## config.mk

```make
export PLATFORM = sky130hd
export DESIGN_NAME = mem_arbiter
export DESIGN_NICKNAME = d
export VERILOG_FILES = /design/src/rtl/mem_arbiter.sv
export SDC_FILE = /design/constraint.sdc
export NUM_CORES = 1
export LEC_CHECK = 0
export CORE_MARGIN = 10
export CORE_UTILIZATION = 41
export DETAILED_ROUTE_END_ITERATION = 12
export PLACE_DENSITY_LB_ADDON = 0.12
export SYNTH_ARGS = -nofsm -noshare
export SYNTH_HDL_FRONTEND = slang
export SYNTH_SLANG_ARGS = --single-unit
export TNS_END_PERCENT = 100
```

## constraint.sdc

```tcl
create_clock -name clk_i -period 5.42 [get_ports clk_i]
set_input_delay 1.084 -clock clk_i [delete_from_list [all_inputs] [get_ports clk_i]]
set_output_delay 1.084 -clock clk_i [all_outputs]
set_load 0.02 [all_outputs]
```

## src/rtl/mem_arbiter.sv

```systemverilog
// mem_arbiter: shares one single-port RAM between fetch and data ports.
// Round-robin on ties, fixed-latency issue/wait/ack sequencing.
module mem_arbiter #(
  parameter int ADDR_W      = 32,
  parameter int DATA_W      = 32,
  parameter int MEM_LATENCY = 1
) (
  input  logic              clk_i,
  input  logic              reset_i,
  input  logic              i_req_i,
  input  logic [ADDR_W-1:0] i_addr_i,
  output logic [DATA_W-1:0] i_rdata_o,
  output logic              i_ack_o,
  input  logic              d_req_i,
  input  logic              d_wen_i,
  input  logic [ADDR_W-1:0] d_addr_i,
  input  logic [DATA_W-1:0] d_wdata_i,
  input  logic [2:0]        d_mode_i,
  output logic [DATA_W-1:0] d_rdata_o,
  output logic              d_ack_o,
  output logic              mem_en_o,
  output logic              mem_wen_o,
  output logic [ADDR_W-1:0] mem_addr_o,
  output logic [DATA_W-1:0] mem_wdata_o,
  output logic [2:0]        mem_mode_o,
  input  logic [DATA_W-1:0] mem_rdata_i
);

  generate
    if (MEM_LATENCY < 1 || MEM_LATENCY > 8) begin : g_bad_lat
      $error("mem_arbiter: MEM_LATENCY must be in 1..8");
    end
  endgenerate

  localparam logic [3:0] LAT = 4'(MEM_LATENCY);
  localparam logic [2:0] MODE_WORD = 3'b010;

  typedef enum logic [1:0] {
    IDLE,
    BUSY,
    DONE
  } state_t;

  state_t     state;
  logic [3:0] cnt;
  logic       last_d;
  logic       gnt_d;
  logic       pick_d;

  // Data wins when alone, or on a tie when fetch went last.
  assign pick_d = d_req_i & (~i_req_i | ~last_d);

  // Arbitration FSM with all outputs registered.
  always_ff @(posedge clk_i or posedge reset_i) begin
    if (reset_i) begin
      state       <= IDLE;
      cnt         <= '0;
      last_d      <= 1'b1;
      gnt_d       <= 1'b0;
      i_rdata_o   <= '0;
      i_ack_o     <= 1'b0;
      d_rdata_o   <= '0;
      d_ack_o     <= 1'b0;
      mem_en_o    <= 1'b0;
      mem_wen_o   <= 1'b0;
      mem_addr_o  <= '0;
      mem_wdata_o <= '0;
      mem_mode_o  <= '0;
    end else begin
      i_ack_o  <= 1'b0;
      d_ack_o  <= 1'b0;
      mem_en_o <= 1'b0;
      unique case (state)
        IDLE: begin
          if (i_req_i || d_req_i) begin
            state    <= BUSY;
            cnt      <= LAT;
            gnt_d    <= pick_d;
            last_d   <= pick_d;
            mem_en_o <= 1'b1;
            if (pick_d) begin
              mem_wen_o   <= d_wen_i;
              mem_addr_o  <= d_addr_i;
              mem_wdata_o <= d_wdata_i;
              mem_mode_o  <= d_mode_i;
            end else begin
              mem_wen_o   <= 1'b0;
              mem_addr_o  <= i_addr_i;
              mem_wdata_o <= '0;
              mem_mode_o  <= MODE_WORD;
            end
          end
        end
        BUSY: begin
          if (cnt == 4'd0) begin
            state <= DONE;
            if (gnt_d) begin
              d_ack_o <= 1'b1;
              if (!mem_wen_o) d_rdata_o <= mem_rdata_i;
            end else begin
              i_ack_o   <= 1'b1;
              i_rdata_o <= mem_rdata_i;
            end
          end else begin
            cnt <= cnt - 4'd1;
          end
        end
        DONE: state <= IDLE;
        default: state <= IDLE;
      endcase
    end
  end

endmodule

```

==> results.md <==
- After clock tree synthesis, the repair step resized 0 gates.
- The number of iterations in the first detailed-routing pass is 4.
- The sink count of the clock tree is 143.
- Entering global routing, the biggest net connects 107 pins.
- The die area is around 0.019 mm2.
- The H-tree depth reported by CTS is 4.
- The fraction of synthesis flops using an asynchronous set or reset pin is 100%.
- The master cell of the clock root buffer is sky130_fd_sc_hd__clkbuf_16.
- The detail route stage leaves a number of antenna-violating nets equal to 0.
- The via count of the first global-routing pass is ~4.7k.
- The share of synthesized area in the top cell type comes to between 60% and 70%.
- The overall routed net length is 17.2 mm.
- The aggregate global-route resource usage is 17.5%.
- In this run the tightest slew margin relative to its limit is 17.3%.
- In this run, synthesis inferred 0 flip-flops with an integrated enable.
- The register bit total from synthesis is 143.
- The number of instances in the synthesized netlist is about 400.
- IR analysis of the VDD net gives a maximum drop of 0.273 mV.
- The number of nets in the synthesized netlist is 543.
- The number of input and output port buffers inserted is 270.
- The core region is 0.0134 mm2.
- The global placement routability congestion is 0.755.
- The most used flip-flop cell after synthesis is sky130_fd_sc_hd__dfrtp_1.
- The final critical path takes up 58.7% of the cycle.
- The cell taking the most area after synthesis is sky130_fd_sc_hd__dfrtp_1.
- In the layout the commonest cells are sky130_fd_sc_hd__clkdlybuf4s50_1, sky130_fd_sc_hd__dfrtp_1, sky130_fd_sc_hd__o21ai_0, sky130_fd_sc_hd__mux2_1, sky130_fd_sc_hd__a22o_1.
- The proportion of synthesized area in mux cells is 18.5%.
- After routing the design area is 0.00903 mm2.
- The smallest clock period supported by the final layout is computed as 3.18 ns.
- The clock tree from TritonCTS is yes.
- After clock tree synthesis, the flow added hold-fix buffers numbering 0.
- The number of clock buffers added by TritonCTS is 17.
- The adder and majority cell fraction of the synthesized area is less than 1%.
- The number of fill cells is 1014.
- The synthesized netlist devotes 12.2% of its cell area to compound gates.
- The setup clock skew after layout is around 0.006 ns.
- Static timing analysis puts the maximum clock frequency at approximately 310 MHz.
- The min-delay analysis places its worst path in the category reg2reg.
- Once the floorplan was initialized, standard cells occupied 42.5% of the core.
- At the later pin of the worst-skew pair, clock insertion delay measures 0.41 ns.
- Once layout is complete, the utilization of the core stands at 67.4%.
- The combinational family with the most area after synthesis is multiplexers.
- The area growth from synthesis to layout is 58.6%.
- After clock tree synthesis, the setup repair step added 0 buffers.
- The number of cell rows is 42.
- The area occupied by multi-input gates is 0.00194 mm2.
- The synthesized netlist occupies a cell area of 0.00569 mm2.
- Yosys attributes the largest share of cell area to sky130_fd_sc_hd__dfrtp_1, sky130_fd_sc_hd__mux2_1, sky130_fd_sc_hd__mux2_2.
- Using the TritonRoute via totals, the vias-per-cell ratio works out to 5.02.
- In this run the worst path has a maximum fanout of 71.
- The total of warnings raised by yosys is 0.
- The simple-gate share of the synthesized area is 2.48%.
- The clock transition at the registers of the reported paths is roughly 0.050 ns.
- The final setup violation count is 0.
- The final number of hold-violating endpoints is 0.
- The number of buffers on the longest clock path is 2.
- The overall overflow remaining after global route is 0.
- The minimum setup slack among reg-to-reg paths is 2.53 ns.
- The number of pins exceeding their max-slew limit in the final report is 0.
- The worst setup path is captured at a register.
- The average footprint of a synthesized cell is 14.1 um2.
- The fraction of final layout cells sized beyond drive strength 1 is 10.1%.
- The reported leakage power is between 3 and 4 nW.
- The HPWL after detailed placement is 12.8 mm.
- Once placement finished, the instance area stood at 0.00851 mm2.
- The number of antenna violations at the first check in global routing came to 0.
- The synthesized netlist devotes 0% of its cell area to XOR and XNOR gates.
- The die width is roughly 140 um.
- The flow ran to the end, and the final reports show no timing, DRC or antenna violations.
- The worst setup path is launched from an input pin.
- The floorplan step set the die height to roughly 140 um.
- Registers take 0.00358 mm2.
- The final total negative setup slack is 0 ns.
- In this run, the number of DRC markers left after iteration 0 of detailed routing was 190.
- The library cell used most frequently in the layout, excluding fill and tap cells, is sky130_fd_sc_hd__clkdlybuf4s50_1.
- The start-to-end type of the worst setup path is in2reg.
- Total power for the finished layout comes to around 0.0057 W.
- The worst-margin pin slew is 1.24 ns.
- The first global-routing pass estimated around 26 mm of wire.
- After synthesis, the netlist uses 34 different library cells.
- The final routed wire length divided by cell count is between 20 and 25 um.
- The overall via count from detail_route is 4298.
- Sequential elements use 62.9% of the synthesized area.
- The critical path data required time is 5.70 ns.
- The data arrival time of the critical path is around 3.5 ns.
- The final layout contains 808 nets.
- The count of inserted antenna diode cells is 0.
- During I/O placement, the number of pins put on the boundary was 271.
- The final routed DRC violation total is 0.
- The tool flagged a number of max-cap violations equal to 0.
- The power per standard cell area is 630 mW/mm2.
- Setup repair after global routing left no endpoint under its margin.
- The minimum hold slack is 0.490 ns.
[worst max-delay path, cell delays in order]
cell and delay [ns]:
sky130_fd_sc_hd__clkdlybuf4s50_1 0.47, sky130_fd_sc_hd__nor2_2 0.10, sky130_fd_sc_hd__buf_4 0.32, sky130_fd_sc_hd__or2_2 1.01, sky130_fd_sc_hd__inv_1 0.26, sky130_fd_sc_hd__a2bb2oi_1 0.20
[path summary, 6_finish.rpt]
check                                          startpoint                     endpoint  cells past startpoint
worst max-delay path                              i_req_i    mem_mode_o[1]$_DFFE_PP0P_                      6
worst max register to register       state[1]$_DFFE_PP0P_    mem_mode_o[1]$_DFFE_PP0P_                      4
min in group asynchronous                         reset_i  mem_wdata_o[30]$_DFFE_PP0P_                      2
max in group asynchronous                         reset_i            i_ack_o$_DFF_PP0_                      3
worst min-delay path            d_rdata_o[20]$_DFFE_PP0P_    d_rdata_o[20]$_DFFE_PP0P_                      1
worst min register to register  d_rdata_o[20]$_DFFE_PP0P_    d_rdata_o[20]$_DFFE_PP0P_                      1
[cell usage after synthesis, types with 2 or more instances]
cell type and count:
sky130_fd_sc_hd__dfrtp_1 142, sky130_fd_sc_hd__o21ai_0 63, sky130_fd_sc_hd__mux2_1 36, sky130_fd_sc_hd__a22o_1 35
sky130_fd_sc_hd__mux2i_1 32, sky130_fd_sc_hd__mux2_2 29, sky130_fd_sc_hd__buf_2 16, sky130_fd_sc_hd__clkbuf_1 7
sky130_fd_sc_hd__inv_1 7, sky130_fd_sc_hd__buf_6 5, sky130_fd_sc_hd__o21ai_1 5, sky130_fd_sc_hd__a21o_1 2
sky130_fd_sc_hd__a21oi_1 2, sky130_fd_sc_hd__ha_1 2, sky130_fd_sc_hd__nand2b_1 2, sky130_fd_sc_hd__or4_1 2
[stage by stage]
stage	setup slack [ns]	cells
floorplan	0.500	405
global placement	1.89	827
detailed placement	1.82	827
CTS	2.26	856
global route	2.06	856
finish	2.24	856
[report_power, final]
group	switching, W	leakage (nW)	internal (W)
clock network	0.000404	0.262	0.000630
logic	0.00139	1.86	0.00137
registers	0.000293	1.75	0.00160
total	0.00208	3.87	0.00360
[logic make-up after synthesis]
kind of cell	after synthesis
flops	143
compound gates	110
mux	97
buf+inv	36
simple gates	17
fa+ha+maj	2
[sequential cells by signal, summed over array words and instances (netlist names), 2 cells and up]
name,cells
cnt,4
d_rdata_o,32
i_rdata_o,32
mem_addr_o,32
mem_mode_o,3
mem_wdata_o,32
state,2
[routing by layer]
| layer | vias to the layer above | track usage, % | wire length [um] |
|---|---|---|---|
| met3 | 19 | 7.83 | 1690 |
| met1 | 2112 | 18.3 | 6440 |
| met4 | 0 | 6.72 | 287 |
| met5 | - | 0 | 0 |
| met2 | 170 | 30.3 | 8740 |
| li1 | 1997 | - | - |
[cell type report]
cell class	count	share of cell area (%)
well taps	176	2.44
clock buffers	21	4.99
multi-input cells	226	21.4
repair buffers	275	30.4
flip-flops and latches	143	39.7
clock inverters	8	0.762
inverters	7	0.347
(Power assumes the default switching activity.)
